==> src/rtl/lfsr_pkg.sv <==
// rtl/lfsr_pkg.sv - shared LFSR width, FSM state type and step/seed helpers
//   lfsr_next : one Fibonacci step, taps 4,3,2,0 feeding bit 7, zero escapes to 8'h01
//   seed_fix  : coerces an all-zero seed to 8'h01 so the LFSR never starts locked
package lfsr_pkg;

  localparam int LFSR_W = 8;

  typedef enum logic [1:0] {
    IDLE,
    STEP,
    GRANT
  } state_e;

  function automatic logic [LFSR_W-1:0] lfsr_next(input logic [LFSR_W-1:0] q);
    if (q == '0) begin
      return LFSR_W'(1);
    end
    return {q[4] ^ q[3] ^ q[2] ^ q[0], q[7:1]};
  endfunction

  function automatic logic [LFSR_W-1:0] seed_fix(input logic [LFSR_W-1:0] s);
    return (s == '0) ? LFSR_W'(1) : s;
  endfunction

endpackage

==> src/rtl/lfsr_share_ctrl_rr_pick.sv <==
// rtl/lfsr_share_ctrl_rr_pick.sv - combinational round-robin requester select
//   req_i [NREQ] : level requests
//   ptr_i [PW]   : highest-priority index, always < NREQ
//   win_o [PW]   : first set request at ptr, ptr+1, ... wrapping modulo NREQ
//   any_o        : at least one request is set
module rr_pick #(
  parameter int NREQ = 4,
  parameter int PW   = $clog2(NREQ)
) (
  input  logic [NREQ-1:0] req_i,
  input  logic [PW-1:0]   ptr_i,
  output logic [PW-1:0]   win_o,
  output logic            any_o
);

  int idx;

  // Scan offsets from far to near so the nearest hit is the last one written.
  always_comb begin
    win_o = '0;
    any_o = 1'b0;
    idx   = 0;
    for (int i = NREQ - 1; i >= 0; i--) begin
      idx = int'(ptr_i) + i;
      if (idx >= NREQ) begin
        idx = idx - NREQ;
      end
      if (req_i[idx[PW-1:0]]) begin
        win_o = idx[PW-1:0];
        any_o = 1'b1;
      end
    end
  end

endmodule

==> src/rtl/lfsr_share_ctrl.sv <==
// rtl/lfsr_share_ctrl.sv - shares one 8-bit LFSR among NREQ round-robin requesters
//   clk_i, rst_i       : clock, synchronous active-high reset
//   req_i [NREQ]       : level requests, held until the matching grant
//   seed_load_i        : loads seed_data_i (zero coerced to 8'h01), aborts any grant in flight
//   seed_data_i [8]    : seed value
//   run_i              : free-run enable, honoured only when idle with no requests
//   gnt_o [NREQ]       : one-hot, one-cycle grant
//   rnd_data_o [8]     : value handed out, valid while gnt_o is non-zero
//   lfsr_o [8]         : live LFSR register for the display decoders
//   busy_o             : sequencer is in STEP or GRANT
module lfsr_share_ctrl
  import lfsr_pkg::*;
#(
  parameter int                NREQ = 4,
  parameter logic [LFSR_W-1:0] SEED = 8'h01,
  parameter int                DIV  = 4
) (
  input  logic              clk_i,
  input  logic              rst_i,
  input  logic [NREQ-1:0]   req_i,
  input  logic              seed_load_i,
  input  logic [LFSR_W-1:0] seed_data_i,
  input  logic              run_i,
  output logic [NREQ-1:0]   gnt_o,
  output logic [LFSR_W-1:0] rnd_data_o,
  output logic [LFSR_W-1:0] lfsr_o,
  output logic              busy_o
);

  localparam int PW = $clog2(NREQ);
  localparam int DW = (DIV > 1) ? $clog2(DIV) : 1;
  localparam logic [LFSR_W-1:0] SEED_V = seed_fix(SEED);

  state_e            state_q;
  logic [LFSR_W-1:0] lfsr_q;
  logic [LFSR_W-1:0] lfsr_d;
  logic [PW-1:0]     ptr_q;
  logic [PW-1:0]     ptr_d;
  logic [PW-1:0]     win_q;
  logic [DW-1:0]     divcnt_q;
  logic [DW-1:0]     divcnt_d;
  logic [NREQ-1:0]   gnt_q;
  logic [LFSR_W-1:0] rnd_q;
  logic [PW-1:0]     pick_win;
  logic              pick_any;
  logic              div_wrap;

  rr_pick #(
    .NREQ (NREQ),
    .PW   (PW)
  ) u_rr_pick (
    .req_i (req_i),
    .ptr_i (ptr_q),
    .win_o (pick_win),
    .any_o (pick_any)
  );

  assign lfsr_d   = lfsr_next(lfsr_q);
  assign div_wrap = (divcnt_q == DW'(DIV - 1));
  assign divcnt_d = div_wrap ? '0 : divcnt_q + 1'b1;
  // Wrap at NREQ rather than at 2^PW so non-power-of-two NREQ stays in range.
  assign ptr_d    = (win_q == PW'(NREQ - 1)) ? '0 : win_q + 1'b1;

  always_ff @(posedge clk_i) begin
    if (rst_i) begin
      state_q  <= IDLE;
      lfsr_q   <= SEED_V;
      ptr_q    <= '0;
      win_q    <= '0;
      divcnt_q <= '0;
      gnt_q    <= '0;
      rnd_q    <= '0;
    end else if (seed_load_i) begin
      // Kills any STEP/GRANT in flight; ptr is kept so fairness is preserved.
      state_q  <= IDLE;
      lfsr_q   <= seed_fix(seed_data_i);
      divcnt_q <= '0;
      gnt_q    <= '0;
      rnd_q    <= '0;
    end else begin
      unique case (state_q)
        IDLE: begin
          gnt_q <= '0;
          rnd_q <= '0;
          if (pick_any) begin
            win_q   <= pick_win;
            state_q <= STEP;
          end else if (run_i) begin
            divcnt_q <= divcnt_d;
            if (div_wrap) begin
              lfsr_q <= lfsr_d;
            end
          end
        end
        STEP: begin
          // Grant and data are registered here so both appear together in GRANT.
          lfsr_q  <= lfsr_d;
          rnd_q   <= lfsr_d;
          gnt_q   <= {{(NREQ - 1){1'b0}}, 1'b1} << win_q;
          state_q <= GRANT;
        end
        GRANT: begin
          gnt_q   <= '0;
          rnd_q   <= '0;
          ptr_q   <= ptr_d;
          state_q <= IDLE;
        end
        default: begin
          state_q <= IDLE;
        end
      endcase
    end
  end

  assign gnt_o      = gnt_q;
  assign rnd_data_o = rnd_q;
  assign lfsr_o     = lfsr_q;
  assign busy_o     = (state_q != IDLE);

endmodule

==> config.mk <==
export PLATFORM = sky130hd
export DESIGN_NAME = lfsr_share_ctrl
export DESIGN_NICKNAME = d
export VERILOG_FILES = /design/src/rtl/lfsr_pkg.sv /design/src/rtl/lfsr_share_ctrl_rr_pick.sv /design/src/rtl/lfsr_share_ctrl.sv
export SDC_FILE = /design/constraint.sdc
export NUM_CORES = 1
export LEC_CHECK = 0
export ABC_CLOCK_PERIOD_IN_PS = 3150
export BUFFER_PORTS_ARGS = -buffer_cell sky130_fd_sc_hd__buf_2
export CAP_MARGIN = 20
export CORE_UTILIZATION = 54
export DETAILED_ROUTE_END_ITERATION = 10
export HOLD_SLACK_MARGIN = 0.02
export PLACE_DENSITY = 0.8
export SYNTH_ARGS = -nofsm -noshare
export SYNTH_HDL_FRONTEND = slang
export SYNTH_HIERARCHICAL = 1
export SYNTH_SLANG_ARGS = --single-unit
==> constraint.sdc <==
create_clock -name clk_i -period 3.15 [get_ports clk_i]
set_input_delay 0.315 -clock clk_i [delete_from_list [all_inputs] [get_ports clk_i]]
set_output_delay 0.315 -clock clk_i [all_outputs]
set_load 0.05 [all_outputs]
## After elaboration in Yosys (flattened, before gate mapping)

Cells that the tools add are included.

| word-level totals | value |
|---|---|
| register bits after elaboration | 28 |
| output and inout bits | 21 |
| word-level logic and storage cells | 85 |

| cells by class | value |
|---|---|
| add/sub/neg operators | 9 |
| magnitude comparators | 8 |
| equal/unequal tests | 8 |
| shift-type cells | 1 |
| multiplexer cells | 35 |
| bitwise gates (word level) | 5 |
| reduce and logical (&&, ||, !) cells | 12 |

Operators by type and width:

| operator | number |
|---|---|
| $mux 8 | 7 |
| $pmux 8 s2 | 2 |
| $mux 2 | 11 |
| $logic_not 8->1 | 2 |
| $lt 2x3->1 const B | 4 |
| $ge 3x3->1 const B | 3 |
| $mux 1 | 9 |
| $ne 3x3->1 const B | 3 |
| $bmux 1 s2 | 4 |
| $pmux 4 s2 | 1 |
| $sub 2x1->2 const B | 4 |
| $add 2x2->3 const B | 2 |
| $eq 2x2->1 const B | 3 |
| $reduce_and 3->1 | 2 |
| $add 2x1->2 const B | 2 |
| $pmux 2 s2 | 1 |
| $reduce_and 4->1 | 1 |
| $reduce_bool 2->1 | 2 |
| $reduce_or 2->1 | 2 |
| $shl 1x2->4 const A | 1 |
| $add 2x1->3 const B | 1 |
| $ge 2x3->1 const B | 1 |
| $reduce_bool 3->1 | 1 |
| $xor 1x1->1 | 3 |
| other kinds (5) | 6 |

## Longest topological paths before layout

| logic depth | value |
|---|---|
| depth in word-level cells | 12 |
| mapped depth | 6 |
| mapped depth without buffers | 6 |

## Hierarchy

The synthesis kept the hierarchy.

By module, submodules not included:

| module | instances | cells each | area an instance (sq um) | seq. area each (sq um) |
|---|---|---|---|---|
| lfsr_share_ctrl | 1 | 118 | 1,203.7 | 560.5 |
| rr_pick | 1 | 13 | 77.6 | 0.0 |

## Least setup slack after synthesis

Ideal clock, no wire load.

| timing | value |
|---|---|
| path kind | input to register |
| from | input req_i[1] |
| to | register lfsr_q[0] (netlist: lfsr_o[0]) |
| arrival | 1.352 ns |
| required time | 3.034 ns |
| setup slack | 1.682 ns |
| stages on the path | 6 |
| path buffers | 0 |
| path through | nor2_1 > nand2_1 > nand3b_4 > a21oi_4 > nand3_1 > a31o_2 |

| between the ends | value |
|---|---|
| cells in the longest elaborated chain, start to end | 8 |
| elaborated cells between the ends (all ways) | 14 |
| classes of those cells | eq/ne: 1; mux: 12; reduce/logical: 1 |

RTL lines:

| element | RTL line | text |
|---|---|---|
| start, declared | lfsr_share_ctrl.sv:20 | `input logic [NREQ-1:0] req_i,` |
| $bmux 1 s2 | lfsr_share_ctrl_rr_pick.sv:28 | `if (req_i[idx[PW-1:0]]) begin` |
| $mux 1 (not written as such) | lfsr_share_ctrl_rr_pick.sv:28 |  |
| $mux 1 (3 in series) | lfsr_share_ctrl_rr_pick.sv:28 |  |
| $mux 1 (*) | lfsr_share_ctrl_rr_pick.sv:28 |  |
| via pick_any | lfsr_share_ctrl.sv:45 | `logic pick_any;` |
| $ne 3x3->1 (no line) (*) | -- |  |
| $reduce_and 4->1 (no line) (*) | -- |  |
| end signal, assigned | lfsr_share_ctrl.sv:76 | `lfsr_q <= seed_fix(seed_data_i);` |
| end signal, assigned | lfsr_share_ctrl.sv:91 | `lfsr_q <= lfsr_d;` |
| end signal, assigned | lfsr_share_ctrl.sv:97 | `lfsr_q <= lfsr_d;` |
| end, declared | lfsr_share_ctrl.sv:35 | `logic [LFSR_W-1:0] lfsr_q;` |

Mark *: on every way through the listed nets, which the timed path passes. The rest lies on a longest branch. The select of a mux whose other input is x is not followed.
A chain may end at the register's enable or synchronous reset.

## Worst setup path in the final report

| timing | value |
|---|---|
| from | register state_q[1] |
| to | output busy_o |

| between the ends | value |
|---|---|
| cells in the longest elaborated chain, start to end | 1 |

RTL lines:

| element | RTL line | text |
|---|---|---|
| start, declared | lfsr_share_ctrl.sv:34 | `state_e state_q;` |
| start signal, assigned | lfsr_share_ctrl.sv:66 | `state_q <= IDLE;` |
| start signal, assigned | lfsr_share_ctrl.sv:75 | `state_q <= IDLE;` |
| start signal, assigned | lfsr_share_ctrl.sv:87 | `state_q <= STEP;` |
| $reduce_bool 2->1 | lfsr_share_ctrl.sv:118 | `assign busy_o = (state_q != IDLE);` |
| end, declared | lfsr_share_ctrl.sv:27 | `output logic busy_o` |

Every way passes these cells.

==> metrics.csv <==
metric,value,unit
total_power,0.000734,W
place_congestion,0.748,
hpwl,2.08,mm
max_stage_delay,0.55,ns
nNetsFinal,187,
finalWirelength,2.73,mm
avgSynthCellArea,9.78,um^2
start_util,57.4,%
coreArea,2230,um^2
critPathMaxFanout,8,
ys_ff_latch,28,
die_h,50.7,um
synth_area,1280,um^2
grt_usage,22.7,%
synth_compound_area_share,18.6,%
grt_pass1_vias,1000,
maxCapViolations,0,
synth-edff-count,0,
grt_first_pass_wirelength,4.46,mm
use_met3,2.73,%
criticalPathCategory,register to output port,
yosysWarnings,6,
antenna_cells,0,
synth_top_family_by_area,compound AO/OA/AOI/OAI gates,
synthSimpleGateAreaFrac,18.5,%
fin_crit,1.65,ns
rsz0062_at_grt,false,
syn-num-nets,152,
antenna_found_initial,0,
grt_max_degree,17,
crit_slowest_cell,dfxtp_1,
insertion_delay,0.32,ns
synthTopCellsByCount,"28 x dfxtp_1, 20 x nor2_1, 11 x a22o_1, 11 x mux2i_1, 8 x a211oi_1",
start_kind,register,
drt_iter0_drc,24,
fmaxAchievable,606,MHz
die_area,2570,um^2
avgRoutedWirePerCell,14.2,um
p_leak,0.674,nW
die_w,50.7,um
drv_slew,0,
synthDominantCellAreaShare,43.7,%
grt.busiest_layer,met2,
yosysSeqAreaShare,43.7,%
yosysUniqueCellTypes,32,
worstPathCellList,"or2_4, buf_2",
drtPass1Iterations,4,
h-tree-depth,1,
vdd_drop_max,0.316,mV
grt_overflow,0,
arrival,1.34,ns
synth_mux_area_share,8.59,%
synth_area_leaders,"dfxtp_1 44%, mux2i_1 8.6%, a22o_1 7.5%, nor2_1 5.9%, ha_1 4.9%",
ys.flop_type,dfxtp_1,
status,finished clean,
syn_inst,131,
placementRows,17,
worstReg2RegStart,divcnt_q[0]$_SDFFE_PP0P_,
path_buf_inv,1,
numClockSinks,28,
cts.root.buffer_cell,clkbuf_4,
dr_total_vias,1101,
ys_async_sr_fraction,0,%
met1_usage,28.4,%
slew_headroom,51.4,%
yosysTopAreaCell,dfxtp_1,
finalSetupTns,0,ns
cts_hold_buf,0,
setup_viol_count_final,0,
cts_buffers,3,
required,2.83,ns
reg2reg_slack,1.59,ns
finClkSkew,0.00529,ns
final_util,67.9,%
io_pins,37,
drive_above_1_share,27.9,%
syn_to_final_growth,18.4,%
powerDensity,484,nW/um^2
clk_pin_slew,0.15,ns
worst_pin_slew,0.727,ns
grtUsageMet2,40.7,%
end_kind,output port,
tritoncts,built,
finalHoldViolCount,0,
vias_per_cell,5.70,
post_cts_buffers,0,
hp-class,primary input to register,
drc,0,
rr_worst_depth,5,
portBuffers,36,
synth.most_common_cell,dfxtp_1,
synthAdderAreaFrac,4.88,%
clock_path_buffers,2,
path_delay_family,flip-flops,
ctsResizeCount,0,
timing.final.crit_share,52.4,%
antenna_left,0,
synthXorXnorAreaFrac,2.05,%
r2r_end,lfsr_o[0]$_SDFFE_PP1P_,
whs_path_depth,2,
min_to,divcnt_q[1]$_SDFFE_PP0P_,
min_from,seed_load_i,
-- through the flow --
stage | area, um^2 | hold slack (ns) | cells | worst slack (ns)
after detailed placement | 1460 | 0.455 | 189 | 1.39
after global routing | 1520 | 0.251 | 193 | 1.42
after floorplan | 1280 | 0.387 | 131 | 1.68
final | 1520 | 0.260 | 193 | 1.50
after global placement | 1460 | 0.450 | 189 | 1.49
after CTS | 1520 | 0.252 | 193 | 1.51
-- worst max path at each step --
stage,start,endpoint,slack (ns),cells after the start
floorplan,req_i[1],lfsr_o[0]$_SDFFE_PP1P_,1.68,6
global placement,req_i[3],lfsr_o[0]$_SDFFE_PP1P_,1.49,7
detailed placement,req_i[1],lfsr_o[0]$_SDFFE_PP1P_,1.39,7
CTS,state_q[1]$_SDFFE_PP0P_,busy_o,1.51,2
global route,state_q[1]$_SDFFE_PP0P_,busy_o,1.42,2
finish,state_q[1]$_SDFFE_PP0P_,busy_o,1.50,2
-- sequential cells by signal (all words and copies together) (netlist names) --
name	cells
state_q	2
rnd_data_o	8
gnt_o	4
lfsr_o	8
win_q	2
divcnt_q	2
ptr_q	2
-- final cells by class --
type | instances | area, um^2
clock buffer | 3 | 22.5
clock inverter | 1 | 30.0
fill | 182 | 717
inverter | 4 | 15.0
multi-input combinational | 93 | 673
sequential | 28 | 561
tap | 28 | 35.0
timing repair buffer | 36 | 180
-- layer usage --
layer / share of wire, % / vias to the layer above
li1: - / 541
met5: 0 / -
met3: 4.5 / 2
met1: 45 / 516
met2: 50 / 42
met4: 0.62 / 0
-- where the power goes --
part | internal (W) | switching, W
Sequential | 0.000366 | 0.0000161
Combinational | 0.0000401 | 0.0000785
Clock | 0.000129 | 0.000104
-- logic make-up after synthesis --
group / count (synthesis)
buffers and inverters: 10
multiplexers: 11
AND/OR/NAND/NOR: 44
adder cells (fa/ha/maj): 5
XOR/XNOR: 3
AO/OA/AOI/OAI: 30
flip-flops: 28
-- placed cells by master (no fill, tap or decap), types with 2 or more instances in the layout --
cell type / n
a211oi_1: 8
a21oi_1: 5
a22o_1: 11
and3_1: 2
buf_2: 36
clkbuf_4: 3
dfxtp_1: 28
ha_1: 5
inv_1: 4
mux2i_1: 11
nand2_1: 6
nand2b_1: 2
nor2_1: 20
nor3_1: 4
nor4_1: 2
xnor2_1: 2
(Power assumes the default switching activity.)
